## config.mk

```make
export PLATFORM = sky130hd
export DESIGN_NAME = interrupt_sequencer
export DESIGN_NICKNAME = d
export VERILOG_FILES = /design/src/rtl/interrupt_sequencer.sv
export SDC_FILE = /design/constraint.sdc
export NUM_CORES = 1
export LEC_CHECK = 0
export BUFFER_PORTS_ARGS = -buffer_cell sky130_fd_sc_hd__buf_2
export CAP_MARGIN = 0
export CORE_UTILIZATION = 49
export DETAILED_ROUTE_END_ITERATION = 16
export GPL_TIMING_DRIVEN = 0
export PLACE_DENSITY = 0.86
export SYNTH_ARGS = -nofsm -noshare
export SYNTH_HDL_FRONTEND = slang
export SYNTH_SLANG_ARGS = --single-unit
```

## constraint.sdc

```tcl
create_clock -name clk -period 2.25 [get_ports clk]
set_clock_uncertainty 0.2 [all_clocks]
set_input_delay 0.225 -clock clk [delete_from_list [all_inputs] [get_ports clk]]
set_output_delay 0.225 -clock clk [all_outputs]
set_load 0.05 [all_outputs]
```

## src/rtl/interrupt_sequencer.sv

```systemverilog
// interrupt_sequencer: sequences external INT/NMI requests into the
// multi-cycle processor at instruction boundaries. It holds the controller,
// pulses INA, captures the return PC and issues a one-cycle redirect.
// Optional build macro: NMI_NESTING_EN lets a pending NMI preempt the INT
// handler. The INT return address is then saved in a second EPC register.
//
// state      | meaning
// -----------+---------------------------------------------------------
// IDLE       | normal execution; requests are evaluated at boundaries
// ACK        | INA asserted for ACK_CYCLES cycles, controller held
// ENTER      | one-cycle take_irq redirect to the handler vector
// INT_SVC    | running INT handler; INT not accepted again
// NMI_SVC    | running NMI handler; everything else stays pending
// NMI_NEST   | NMI handler preempting INT handler (NMI_NESTING_EN only)
module interrupt_sequencer #(
  parameter logic [31:0] VEC_INT    = 32'h0000_0080,
  parameter logic [31:0] VEC_NMI    = 32'h0000_0100,
  parameter int          ACK_CYCLES = 2
) (
  input  logic        clk,
  input  logic        reset,
  input  logic        INT,
  input  logic        NMI,
  input  logic        INTD,
  input  logic        instr_boundary,
  input  logic        eret,
  input  logic [31:0] pc_next,
  output logic        hold,
  output logic        take_irq,
  output logic [31:0] vector,
  output logic [31:0] epc,
  output logic        INA,
  output logic [1:0]  in_handler
);

  localparam int CW = (ACK_CYCLES > 1) ? $clog2(ACK_CYCLES) : 1;
  localparam logic [CW-1:0] ACK_LOAD = CW'(ACK_CYCLES - 1);

  localparam logic [2:0] S_IDLE     = 3'd0;
  localparam logic [2:0] S_ACK      = 3'd1;
  localparam logic [2:0] S_ENTER    = 3'd2;
  localparam logic [2:0] S_INT_SVC  = 3'd3;
  localparam logic [2:0] S_NMI_SVC  = 3'd4;
`ifdef NMI_NESTING_EN
  localparam logic [2:0] S_NMI_NEST = 3'd5;
`endif

  logic [2:0]    state;
  logic [CW-1:0] ack_cnt;
  logic          kind_nmi;
  logic          nmi_prev;
  logic          nmi_pend;
  logic          nmi_edge;
  logic          nmi_req;
  logic          int_req;
  logic          take_now;
  logic          take_nmi;
  logic          ret_now;
`ifdef NMI_NESTING_EN
  logic          nested;
  logic [31:0]   epc_int;
`endif

  assign nmi_edge = NMI & ~nmi_prev;
  // An edge arriving in the boundary cycle itself counts as pending.
  assign nmi_req  = nmi_pend | nmi_edge;
  assign int_req  = INT & ~INTD;
  assign ret_now  = instr_boundary & eret;

  // Take decision; NMI beats INT, a return beats a nesting preemption.
  always_comb begin
    take_now = 1'b0;
    take_nmi = 1'b0;
    if (state == S_IDLE && instr_boundary) begin
      if (nmi_req) begin
        take_now = 1'b1;
        take_nmi = 1'b1;
      end else if (int_req) begin
        take_now = 1'b1;
      end
    end
`ifdef NMI_NESTING_EN
    if (state == S_INT_SVC && instr_boundary && !eret && nmi_req) begin
      take_now = 1'b1;
      take_nmi = 1'b1;
    end
`endif
  end

  assign hold     = take_now | (state == S_ACK) | (state == S_ENTER);
  assign take_irq = (state == S_ENTER);
  assign vector   = take_irq ? (kind_nmi ? VEC_NMI : VEC_INT) : 32'h0;
  assign INA      = (state == S_ACK);

`ifdef NMI_NESTING_EN
  assign in_handler = {(state == S_NMI_SVC) | (state == S_NMI_NEST),
                       (state == S_INT_SVC) | (state == S_NMI_NEST)};
`else
  assign in_handler = {(state == S_NMI_SVC), (state == S_INT_SVC)};
`endif

  // NMI sampler runs through reset so a level held across release is no edge.
  always_ff @(posedge clk) begin
    nmi_prev <= NMI;
  end

  // Sequencer state, ACK down-counter, pending NMI and EPC registers.
  always_ff @(posedge clk) begin
    if (reset) begin
      state    <= S_IDLE;
      ack_cnt  <= '0;
      kind_nmi <= 1'b0;
      nmi_pend <= 1'b0;
      epc      <= 32'h0;
`ifdef NMI_NESTING_EN
      nested   <= 1'b0;
      epc_int  <= 32'h0;
`endif
    end else begin
      if (take_now && take_nmi) nmi_pend <= 1'b0;
      else if (nmi_edge)        nmi_pend <= 1'b1;

      case (state)
        S_IDLE: begin
          if (take_now) begin
            state    <= S_ACK;
            ack_cnt  <= ACK_LOAD;
            kind_nmi <= take_nmi;
            epc      <= pc_next;
`ifdef NMI_NESTING_EN
            nested   <= 1'b0;
`endif
          end
        end
        S_ACK: begin
          if (ack_cnt == '0) state <= S_ENTER;
          else               ack_cnt <= ack_cnt - CW'(1);
        end
        S_ENTER: begin
`ifdef NMI_NESTING_EN
          if (kind_nmi) state <= nested ? S_NMI_NEST : S_NMI_SVC;
          else          state <= S_INT_SVC;
`else
          state <= kind_nmi ? S_NMI_SVC : S_INT_SVC;
`endif
        end
        S_INT_SVC: begin
          if (ret_now) begin
            state <= S_IDLE;
`ifdef NMI_NESTING_EN
          end else if (take_now) begin
            state    <= S_ACK;
            ack_cnt  <= ACK_LOAD;
            kind_nmi <= 1'b1;
            nested   <= 1'b1;
            epc_int  <= epc;
            epc      <= pc_next;
`endif
          end
        end
        S_NMI_SVC: begin
          if (ret_now) state <= S_IDLE;
        end
`ifdef NMI_NESTING_EN
        S_NMI_NEST: begin
          if (ret_now) begin
            state  <= S_INT_SVC;
            epc    <= epc_int;
            nested <= 1'b0;
          end
        end
`endif
        default: state <= S_IDLE;
      endcase
    end
  end

endmodule

```

==> results.md <==
* Setup violations, final at 0
* DRC at 0
* Synth top area cells: dfxtp_1 38%, nand2b_1 20%, mux2i_1 15%, buf_4 11%, buf_12 1.9%
* Setup Fix Bufs, Post-CTS at 0
* DR pass1 iterations at 4
* WL/cell at around 12 um
* Crit path launch type: register
* RR Startpoint: state[1]
* EDFF count, synth at 0
* Io pins at about 110
* Vias per std cell at approximately 4.4
* Crit. Startpoint: nmi_prev
* Filler cells at about 280
* Synthesis Warnings at 0
* Die width at 67.1 um
* TritonCTS Buffers at 5
* Grt ovf at 0
* Clock Sinks at 39
* Crit path DAT at 1690 ps
* Number of antenna diodes at 0
* RSZ-0062 raised after global routing: no
* Max stage delay cell, worst path: o31a_2
* Cell count after synthesis at 215
* Die area at 0.00450 mm2
* Max VDD drop at between 400 and 500 uV
* DPL Wire Length at 3.12 mm
* Vias in the first global route at 1,692
* Hold Path Class: primary input to register
* Initial antenna violation count at 0
* Crit path max-delay family: simple AND/OR/NAND/NOR gates
* RR Endpoint: epc[2]
* Crit path required time at approximately 1800 ps
* Total Routing Usage GR at 0.217
* Clk Latency, worst-skew pair at a little under 300 ps
* Worst Hold Endpoint: epc[31]
* Core area at approximately 0.0040 mm2
* Slowest stage delay, CP at roughly 340 ps
* Final period util at 0.938
* First-pass GRT wire length at 7.17 mm
* Die Ht at 67.1 um
* Placer Congestion at 0.782
* Hold_sp: pc_next[31]
* Fin. Hold Viols at 0
* Synth Area per Inst at a little under 10 um2
* Unique masters post-synth at 30
* P per Cell Area at ~710 mW/mm2
* Final WL at 4.69 mm
* DR iter-0 viols at 64
* CP endpoint kind: output port
* Worst reg-to-reg setup slack at approximately 550 ps
* Dominant cell type by area after synthesis: dfxtp_1
* Starting Density at 0.515
* Main synth FF type: dfxtp_1
* Number of max-cap violations at 0
* Final min period at 2110 ps
* Largest net degree at the start of global routing at 13
* Clk pin slew, worst setup/hold paths at ~70 ps
* Crit path kind: register to output port
* Final ANT Viol Nets at 0
* Row count at 23
* Synthesized flop and latch total at 39
* CTS Buffer Depth at 2
* Slew Limit Fails at 0
* Path length in cells of the critical path at 5
* PortBufs at 76
* Hold depth at 3
* Clk root buf: clkbuf_8
* Proportion of layout cells with a drive suffix above 1 at 0.346
* Critical-path cell list: nor2b_1, o31a_2, buf_8, or3_1, clkbuf_4
* Detailed-route via count at 1,805
* Area share of the largest cell type after synthesis at 0.376
* Sequential fraction of the synthesis area at 0.376
* Area after DPL at 0.00263 mm2
* Final nets at between 300 and 400
* CTS tree: yes
* FMAX at ~470 MHz
* Crit path max fanout at 8
* Post-layout util at 0.752
* Final Cell Area at just over 0.003 mm2
* Pleak at 1.47 nW
* Layout area overhead at 45.9%
* Async set-reset flop share out of synthesis at 0
* Synthesized area at 0.00208 mm2
* Buf/Inv on CP at 2
* Worst Reg-to-Reg Cells at 5
* H-tree Lvls at 2
* Status: finished clean
## worst max-delay path by stage
stage | slack, ps | endpoint
detailed placement | 330 | hold
global route | 30 | hold
floorplan | -520 | state[1]
CTS | 100 | hold
global placement | 330 | hold
finish | 140 | hold
## power by group
group | total, mW | leakage, nW | internal [mW] | switching (mW)
Combinational | 0.775 | 1.09 | 0.277 | 0.499
Sequential | 0.789 | 0.319 | 0.750 | 0.0389
Clock | 0.598 | 0.0612 | 0.359 | 0.239
## logic make-up after synthesis
kind of cell	share of synthesized area
AOI/OAI and AO/OA	0.0332
buffers and inverters	0.163
DFF	0.376
muxes	0.154
other	0.00181
and+or+nand+nor	0.271
## flip-flops by register name (all words and copies together), names as in the netlist
name / flops
state: 3
nmi_pend: 1
ack_cnt: 1
epc: 32
kind_nmi: 1
nmi_prev: 1
## repair_timing
item                                    4_1_cts  5_1_grt
hold buffers                                 28        0
gates resized for setup                       0        1
hold endpoints to repair                     28        0
endpoints found under the setup margin        0        1
## Yosys cell counts, drive strengths merged, types with 2 or more instances
cell type	number
nand3	2
mux2i	32
nor3b	2
nor2	5
clkbuf	8
dfxtp	39
nor4b	3
nor3	3
buf	36
nor2b	4
nand2b	66
## layer usage
layer  track usage  wire length, um
met4        0.0931               99
met2         0.394             2290
met1         0.223             1940
met3        0.0702              360
met5             0                0
## cells in the final DEF (no fill, tap or decap)
cell	count
a211o_1	1
a211oi_1	1
a21boi_0	1
a41oi_1	1
and2_1	1
and3_1	1
buf_12	2
buf_2	77
buf_4	30
buf_8	2
bufinv_16	1
clkbuf_1	8
clkbuf_4	1
clkbuf_8	6
clkinv_2	1
conb_1	30
dfxtp_1	39
dlygate4sd3_1	28
inv_1	1
mux2i_1	32
nand2b_1	66
nand3_1	2
nor2_1	5
nor2b_1	4
nor3_1	3
nor3b_1	2
nor4b_1	2
nor4b_4	1
o21a_1	1
o21ai_0	1
o22ai_1	1
o31a_2	1
o31ai_1	1
or2_2	1
or3_1	1
## final cells by class
cell class,count,area [um2],share of cell area
plain buffers,44,335,0.111
clock buffers,6,82.6,0.0273
clock inverters,2,35.0,0.0116
inverters,1,3.75,0.00124
multi-input cells,160,1060,0.352
flip-flops and latches,39,781,0.258
well taps,50,62.6,0.0207
repair buffers,104,663,0.219
## worst reg2reg max path, delay by kind of cell, from the launching register on
kind	cells	cell delay, ps
multiplexers	1	220
flip-flops	1	370
AO/OA/AOI/OAI	1	210
buffers and inverters	2	300
AND/OR/NAND/NOR	1	320
## per-stage QoR
step	hold WS, ps	TNS (ps)	power [mW]	std cells	worst slack, ps
finish	10.5	0	2.16	406	140
global route	12.4	0	2.26	406	33.5
CTS	0.901	0	2.17	406	98.0
detailed placement	144	0	1.53	370	327
global placement	141	0	1.52	370	334
floorplan	52.7	-2030	1.40	244	-515
Note: power is estimated with default switching activity, not from simulation.
